**config.mk**
```make
export PLATFORM = sky130hd
export DESIGN_NAME = wb_stage
export DESIGN_NICKNAME = d
export VERILOG_FILES = /design/src/rtl/wb_stage.sv
export SDC_FILE = /design/constraint.sdc
export NUM_CORES = 1
export LEC_CHECK = 0
export ABC_AREA = 1
export BUFFER_PORTS_ARGS = -buffer_cell sky130_fd_sc_hd__buf_4
export CORE_MARGIN = 2
export CORE_UTILIZATION = 40
export CTS_CLUSTER_SIZE = 30
export DETAILED_ROUTE_END_ITERATION = 16
export PLACE_DENSITY = 0.65
export SLEW_MARGIN = 20
export SYNTH_ARGS = -nofsm -noshare
export SYNTH_HDL_FRONTEND = slang
export SYNTH_SLANG_ARGS = --single-unit
```
**constraint.sdc**
```tcl
create_clock -name clk -period 5.35 [get_ports clk]
set_input_delay 0 -clock clk [delete_from_list [all_inputs] [get_ports clk]]
set_output_delay 0 -clock clk [all_outputs]
set_load 0.05 [all_outputs]
```
**src/rtl/wb_stage.sv**
```systemverilog
// wb_stage -- write-back stage of the five-stage RV64 pipeline.
//
// Holds one retiring instruction between the memory stage and the register
// file. Non-load results are captured on accept; loads wait for data memory,
// then the returned doubleword is shifted, truncated and sign/zero-extended.
// The register-file write port is driven from held registers during the
// single FULL cycle, and every FULL cycle bumps the retired-instruction count.
//
// Ports:
//   clk, rst                 clock, asynchronous active-low reset
//   mem_i_*                  instruction from the memory stage (valid/fields)
//   wb_o_ready               stage can accept this cycle (state-only)
//   dmem_i_rvalid/rdata      load data return (aligned doubleword)
//   write_back_o_reg_*       register-file write port
//   write_back_o_instret     retired-instruction counter
module wb_stage #(
    parameter int XLEN = 64
) (
    input  logic            clk,
    input  logic            rst,
    input  logic            mem_i_valid,
    output logic            wb_o_ready,
    input  logic            mem_i_reg_wen,
    input  logic [4:0]      mem_i_rd,
    input  logic [1:0]      mem_i_wb_sel,
    input  logic [XLEN-1:0] mem_i_alu_result,
    input  logic [XLEN-1:0] mem_i_pc_plus4,
    input  logic [XLEN-1:0] mem_i_csr_rdata,
    input  logic [1:0]      mem_i_load_size,
    input  logic            mem_i_load_unsigned,
    input  logic [2:0]      mem_i_addr_low,
    input  logic            dmem_i_rvalid,
    input  logic [XLEN-1:0] dmem_i_rdata,
    output logic            write_back_o_reg_wen,
    output logic [4:0]      write_back_o_reg_rd,
    output logic [XLEN-1:0] write_back_o_reg_data,
    output logic [63:0]     write_back_o_instret
);

    localparam logic [1:0] SEL_ALU  = 2'd0;
    localparam logic [1:0] SEL_LOAD = 2'd1;
    localparam logic [1:0] SEL_PC4  = 2'd2;

    typedef enum logic [1:0] {
        EMPTY     = 2'd0,
        WAIT_LOAD = 2'd1,
        FULL      = 2'd2
    } state_e;

    state_e          state_q, state_d;
    logic [4:0]      rd_q, rd_d;
    logic            reg_wen_q, reg_wen_d;
    logic [1:0]      load_size_q, load_size_d;
    logic            load_uns_q, load_uns_d;
    logic [2:0]      addr_low_q, addr_low_d;
    logic [XLEN-1:0] data_q, data_d;
    logic [63:0]     instret_q, instret_d;

    logic            accept;
    logic [XLEN-1:0] sel_value;
    logic [XLEN-1:0] shifted;
    logic [XLEN-1:0] load_ext;

    // Ready is a pure function of state so no comb path from mem_i_valid.
    assign wb_o_ready = (state_q != WAIT_LOAD);
    assign accept     = mem_i_valid & wb_o_ready;

    always_comb begin
        sel_value = mem_i_alu_result;
        case (mem_i_wb_sel)
            SEL_ALU: sel_value = mem_i_alu_result;
            SEL_PC4: sel_value = mem_i_pc_plus4;
            default: sel_value = mem_i_csr_rdata;
        endcase
    end

    // Extraction uses the held load attributes; the data arrives later.
    assign shifted = dmem_i_rdata >> {addr_low_q, 3'b000};

    always_comb begin
        load_ext = shifted;
        case (load_size_q)
            2'd0: load_ext = {{(XLEN-8){~load_uns_q & shifted[7]}}, shifted[7:0]};
            2'd1: load_ext = {{(XLEN-16){~load_uns_q & shifted[15]}}, shifted[15:0]};
            2'd2: load_ext = {{(XLEN-32){~load_uns_q & shifted[31]}}, shifted[31:0]};
            default: load_ext = shifted;
        endcase
    end

    always_comb begin
        state_d     = state_q;
        rd_d        = rd_q;
        reg_wen_d   = reg_wen_q;
        load_size_d = load_size_q;
        load_uns_d  = load_uns_q;
        addr_low_d  = addr_low_q;
        data_d      = data_q;
        instret_d   = instret_q;

        if (state_q == FULL) begin
            instret_d = instret_q + 64'd1;
        end

        if (state_q == WAIT_LOAD) begin
            if (dmem_i_rvalid) begin
                data_d  = load_ext;
                state_d = FULL;
            end
        end else if (accept) begin
            rd_d        = mem_i_rd;
            reg_wen_d   = mem_i_reg_wen;
            load_size_d = mem_i_load_size;
            load_uns_d  = mem_i_load_unsigned;
            addr_low_d  = mem_i_addr_low;
            // The LOAD selection is carried by the WAIT_LOAD state itself.
            if (mem_i_wb_sel == SEL_LOAD) begin
                state_d = WAIT_LOAD;
            end else begin
                data_d  = sel_value;
                state_d = FULL;
            end
        end else if (state_q == FULL) begin
            state_d = EMPTY;
        end
    end

    always_ff @(posedge clk or negedge rst) begin
        if (!rst) begin
            state_q     <= EMPTY;
            rd_q        <= '0;
            reg_wen_q   <= 1'b0;
            load_size_q <= '0;
            load_uns_q  <= 1'b0;
            addr_low_q  <= '0;
            data_q      <= '0;
            instret_q   <= '0;
        end else begin
            state_q     <= state_d;
            rd_q        <= rd_d;
            reg_wen_q   <= reg_wen_d;
            load_size_q <= load_size_d;
            load_uns_q  <= load_uns_d;
            addr_low_q  <= addr_low_d;
            data_q      <= data_d;
            instret_q   <= instret_d;
        end
    end

    assign write_back_o_reg_wen  = (state_q == FULL) & reg_wen_q & (rd_q != 5'd0);
    assign write_back_o_reg_rd   = (state_q == FULL) ? rd_q : 5'd0;
    assign write_back_o_reg_data = (state_q == FULL) ? data_q : '0;
    assign write_back_o_instret  = instret_q;

endmodule

```
==> impl_metrics.ini, run 1 <==
[grt]
grt_pass1_wl_mm = 77.75
grt_pass1_vias = 14390
overflow = 0
grt_use_total = 0.3286
antenna_found_initial = 0
grt_start_max_net_pins = 95

[clock_tree]
clk_pin_slew_ns = 0.07
clockBufferDepth = 2
htree_levels = 4
cts_tree = yes
clock_latency_ns = 0.43
cts_made_buffers = 17
cts.sinks = 142
root_buffer = clkbuf_16
cts_setup_buffers = 0
cts_resized = 0

[die]
die_w_um = 174.3
die_area_sq_um = 30370
fp.coreArea_sq_um = 28630
die_h_um = 174.3
initial_core_util = 0.4051
io_pins = 409
placementRows = 62

[timing]
finalCritPeriodShare = 0.6242
fin_worst_hold_slack_ns = 0.003540
finalHoldViolCount = 0
tightest_slew_ns = 1.102
clock_skew_ns = 0.01335
slew_headroom = 0.2651
fin_setup_tns_ns = 0
setup_slack_ns = 2.010
max_freq_mhz = 299.4
slew_violations = 0
finalSetupViolCount = 0
period_needed_ns = 3.340
rsz0062_at_grt = false

[drt]
dr.first_iter.drc_count = 1129
ant_nets = 0
via_per_inst = 5.173
first_pass_iters = 8
vias = 14570
wirelength_mm = 50.66
wl_per_cell_um = 17.98
remaining_drc_errors = 0

[placed_design]
post-place-ws_ns = 2.136
gp_congestion = 0.9959
place_inst = 2699
io_buffers = 408
dp_hpwl_mm = 38.39

[synthesis]
synth.avg_cell_area_sq_um = 5.787
synth_most_common_cell = nand2_1
synth_ff_type = dfrtp_1
yosys.area.top_type = dfrtp_1
synth_seq_cells = 142
synth_top_area_frac = 0.3064
yosys.cell_types.count = 36
synth_nets = 2279
synth_edf_count = 0
synth_cells = 2004
async_flop_share = 1.000
syn_area_sq_um = 11600
synthTopCellsByArea = dfrtp_1 31%, nand2_1 27%, nand3_1 9.7%, nor2_1 7.3%, inv_1 5.8%
ys_seq_area_frac = 0.3064
synth_commonest_cells = 844 x nand2_1, 227 x nor2_1, 224 x nand3_1, 179 x inv_1, 142 x dfrtp_1
ys_warn_count = 0

[power]
power.leakage_nw = 8.476
vdd_drop_max_uv = 220.5
p_per_area_nw_per_um2 = 264.1

[run]
drv_cap = 0

[setup_path]
crit_type = flip-flop to flip-flop
required_ns = 5.65
end_kind = flip-flop
worst_setup_path_start_kind = flip-flop
path_max_fanout = 64
crit_arrival_ns = 3.64

[final_layout]
postLayoutCoreUtil = 0.5656
n_antenna_cell = 0
final_layout_size_suffix_gt1_frac = 0.1969
area_delta_synth_final_pct = 39.60
nets = 2695
stdcell_count = 2817

[min_path]
hold_path.class = primary input to flip-flop

[outcome]
status = finished, final reports clean
==> layout make-up <==
type | instances | area, sq um
repair buffers | 506 | 4018
clock inverters | 13 | 131.4
well taps | 384 | 480.5
flip-flops and latches | 142 | 3553
fillers | 2972 | 12430
inverters | 185 | 694.4
multi-input cells | 1568 | 6870
clock buffers | 19 | 442.9
==> report_power, final <==
group	switching (W)	internal, W
sequential	0.000126	0.00122
combinational	0.00114	0.000581
clock	0.000542	0.000665
==> cell usage in the layout, fill, tap and decap left out, types with 2 or more instances in the layout <==
master | netlist | final
nand2_4 | 1 | 2
nor2_2 | 3 | 3
xnor2_1 | 29 | 29
nand3_2 | 3 | 4
nor2_4 | 2 | 4
inv_2 | 6 | 6
clkinvlp_4 | 0 | 2
nand3_1 | 224 | 223
nor3_1 | 5 | 5
or2_2 | 2 | 2
nand2_2 | 4 | 4
o21ai_1 | 5 | 5
inv_6 | 0 | 4
nor3_2 | 2 | 2
o211ai_1 | 3 | 3
dfrtp_1 | 142 | 142
a21oi_1 | 80 | 80
nand4_1 | 36 | 36
o21ai_0 | 63 | 63
dlygate4sd3_1 | 0 | 86
inv_1 | 179 | 179
clkinv_4 | 0 | 4
nor2_1 | 227 | 225
nand2_1 | 844 | 843
buf_4 | 4 | 419
xor2_1 | 18 | 18
clkbuf_16 | 0 | 17
o21bai_1 | 8 | 8
==> critical path, cell delays in order, from the launching register on <==
cell and delay, ns:
dfrtp_1 0.36, buf_4 0.28, inv_2 0.84, nand3_1 0.20, nand3_1 0.13, nand2_1 0.09
nand2_2 0.63, nand2_4 0.28, o21bai_1 0.23, nand2_1 0.07
==> flip-flops by register name (all words and copies together), names as in the netlist <==
signal	flops
data_q	64
write_back_o_instret	64
rd_q	5
addr_low_q	3
load_size_q	2
state_q	2
load_uns_q	1
reg_wen_q	1
==> path summary, 6_finish.rpt <==
kind / startpoint / endpoint / slack, ns / cells after the start
worst max-delay path: addr_low_q[1] / data_q[19] / 2.01 / 9
min in group asynchronous: rst / write_back_o_instret[11] / 0.20 / 2
worst min-delay path: mem_i_csr_rdata[56] / data_q[56] / 0.004 / 7
max in group asynchronous: rst / data_q[8] / 3.82 / 3
worst max register to register: addr_low_q[1] / data_q[19] / 2.01 / 9
worst min register to register: data_q[20] / data_q[20] / 0.48 / 2
==> metrics by stage <==
| step | power, W | area (sq um) |
|---|---|---|
| floorplan | 0.002377 | 11600 |
| global placement | 0.002997 | 14750 |
| detailed placement | 0.003000 | 14760 |
| CTS | 0.004280 | 16190 |
| global route | 0.004491 | 16190 |
| finish | 0.004277 | 16190 |
==> cell families after synthesis <==
logic type                 synth area share
and+or+nand+nor                      0.4800
xor gates and xnor gates            0.03549
DFF                                  0.3064
buffers and inverters                0.1036
AOI/OAI and AO/OA                   0.07347
adders and majority gates          0.001079
==> layer usage <==
layer  global-route usage  part of all wire  up-vias
met4               0.1831             0.060        0
met3              0.04331             0.050      163
met1               0.3811              0.39     6693
li1                     -                 -     7087
met2               0.5835              0.50      630
met5                    0                 0        -
==> what timing repair did <==
action / 4_1_cts / 5_1_grt
hold buffers: 86 / 0
hold endpoints to repair: 134 / 0
setup endpoints to repair: 0 / 0
Note: power is estimated with default switching activity, not from simulation.
==> run 2: changes to the inputs <==
--- a/config.mk
+++ b/config.mk
@@ -11,7 +11,7 @@
 export CORE_UTILIZATION = 40
 export CTS_CLUSTER_SIZE = 30
 export DETAILED_ROUTE_END_ITERATION = 16
-export PLACE_DENSITY = 0.65
+export PLACE_DENSITY = 0.68
 export SLEW_MARGIN = 20
 export SYNTH_ARGS = -nofsm -noshare
 export SYNTH_HDL_FRONTEND = slang
==> constraint.sdc (replaced) <==
create_clock -name clk -period 2.72 [get_ports clk]
set_input_delay 0 -clock clk [delete_from_list [all_inputs] [get_ports clk]]
set_output_delay 0 -clock clk [all_outputs]
set_load 0.05 [all_outputs]
==> run 2 against run 1 <==
Against the previous run:
- sequential share of layout area decreased by 0.14 points
- setup slack got worse by 1.4 ns
- global-route usage grew 0.25 points
- first-iteration DRC count grew 6.3%
- die area unchanged
- clock skew up 0.0021 ns
- non-clock buffer count grew 11
- cell count grew 0.43%
- flip-flop and latch count unchanged
- wire length is 1.2% lower
- register-to-register slack got worse by 1.4 ns
- worst hold slack about the same
- largest cell class unchanged
==> impl_metrics.ini, run 2 (synthesized netlist as in run 1, its figures left out) <==
[drt]
first_pass_iters = 6
remaining_drc_errors = 0
wl_per_cell_um = 17.70
vias = 14670
via_per_inst = 5.184
dr.first_iter.drc_count = 1200
wirelength_mm = 50.06
ant_nets = 0

[timing]
setup_slack_ns = 0.5616
slew_violations = 0
finalSetupViolCount = 0
max_freq_mhz = 463.3
slew_headroom = 0.4287
tightest_slew_ns = 0.8570
clock_skew_ns = 0.01541
rsz0062_at_grt = false
finalCritPeriodShare = 0.7935
fin_setup_tns_ns = 0
finalHoldViolCount = 0
period_needed_ns = 2.158

[clock_tree]
cts_setup_buffers = 0
cts.sinks = 142
clock_latency_ns = 0.43
root_buffer = clkbuf_16
ctsHoldBuffers = 76
cts_made_buffers = 17
clk_pin_slew_ns = 0.06
htree_levels = 4
cts_resized = 0
clockBufferDepth = 2
cts_tree = yes

[die]
die_area_sq_um = 30370
placementRows = 62
die_w_um = 174.3
io_pins = 409
fp.coreArea_sq_um = 28630
initial_core_util = 0.4051
die_h_um = 174.3

[grt]
antenna_found_initial = 2
grt_start_max_net_pins = 82
grt_pass1_vias = 14660
grt_use_total = 0.3310
grt_pass1_wl_mm = 78.45
overflow = 0

[final_layout]
final_layout_size_suffix_gt1_frac = 0.2038
mostFrequentLayoutCells = 843 x nand2_1, 437 x buf_4, 225 x nor2_1
stdcell_count = 2829
final_cell_area_sq_um = 16300
mostFrequentLayoutCell = nand2_1
nets = 2706
multi_input_area_sq_um = 6865
area_delta_synth_final_pct = 40.51
n_fill_cell = 2976
regArea_sq_um = 3553

[placed_design]
gp_congestion = 0.9996
io_buffers = 408
postPlaceCellArea_sq_um = 14950
post-place-ws_ns = 0.6612
dp_hpwl_mm = 39.34
place_inst = 2720

[outcome]
status = finished, final reports clean

[power]
vdd_drop_max_uv = 443.5
power.leakage_nw = 8.548
p_per_area_nw_per_um2 = 520.9

[setup_path]
crit_arrival_ns = 2.16
end_kind = primary output
cpMostUsedCell = buf_4
worstPathCellList = nand2_4 > buf_4 > nor2_1 > buf_4
critical_path_buf_inv_count = 2
worst_setup_path_start_kind = flip-flop
crit_type = flip-flop to primary output
required_ns = 2.72
crit_family = buffers and inverters
slowest_delay_ns = 0.66
slowest_stage = buf_4
path_max_fanout = 80

[min_path]
hold_path.class = primary input to flip-flop

[run]
drv_cap = 0
[run 2: cell count changes in the layout (fill, tap and decap cells not counted), sizes merged]
| cell | previous run | this run |
|---|---|---|
| buf | 420 | 441 |
| inv | 190 | 191 |
| dlygate4sd3 | 86 | 76 |
| bufinv | 1 | 2 |
| clkinv | 5 | 3 |
| diode | 0 | 1 |
[run 2: cell type report]
type                            count  area share
Inverter                          185     0.04261
Clock buffer                       19     0.02657
Clock inverter                     13    0.009444
Multi-Input combinational cell   1568      0.4213
Timing Repair Buffer              517      0.2524
Antenna cell                        1   0.0001536
Tap cell                          384     0.02948
Sequential cell                   142      0.2181
[run 2: final timing paths]
kind,cells after the start,startpoint,slack (ns),end
setup / recovery,4,state_q[1],0.56,write_back_o_reg_data[21]
hold / removal,5,mem_i_alu_result[24],0.003,data_q[24]
min in group asynchronous,2,rst,0.20,write_back_o_instret[11]
max in group asynchronous,3,rst,1.73,data_q[29]
setup reg to reg,10,addr_low_q[0],0.62,data_q[59]
hold reg to reg,2,data_q[19],0.48,data_q[19]
[run 2: through the flow]
stage	total power, W	utilization	hold slack [ns]
finish	0.008488	0.5693	0.003159
global placement	0.005927	0.5221	0.09542
global route	0.008942	0.5693	0.02447
floorplan	0.004676	-	-0.2956
detailed placement	0.005937	0.5221	0.1018
CTS	0.008480	0.5692	0.0001739
[run 2: power breakdown]
part	leakage, nW	total [W]	switching, W	internal, W
clock	0.280	0.00241	0.00104	0.00138
combinational	6.42	0.00343	0.00225	0.00117
sequential	1.85	0.00265	0.000250	0.00240
[run 2: worst register-to-register path: cells and delay by family (launching register included)]
kind	cells	cell delay, ns
flip-flops	1	0.51
buffers and inverters	2	0.56
AND/OR/NAND/NOR	8	0.93
[run 2: per-layer routing]
metal,GRT usage,part of all wire
met5,0,0
met4,0.1625,0.051
met1,0.3872,0.39
met3,0.04418,0.057
met2,0.5941,0.50
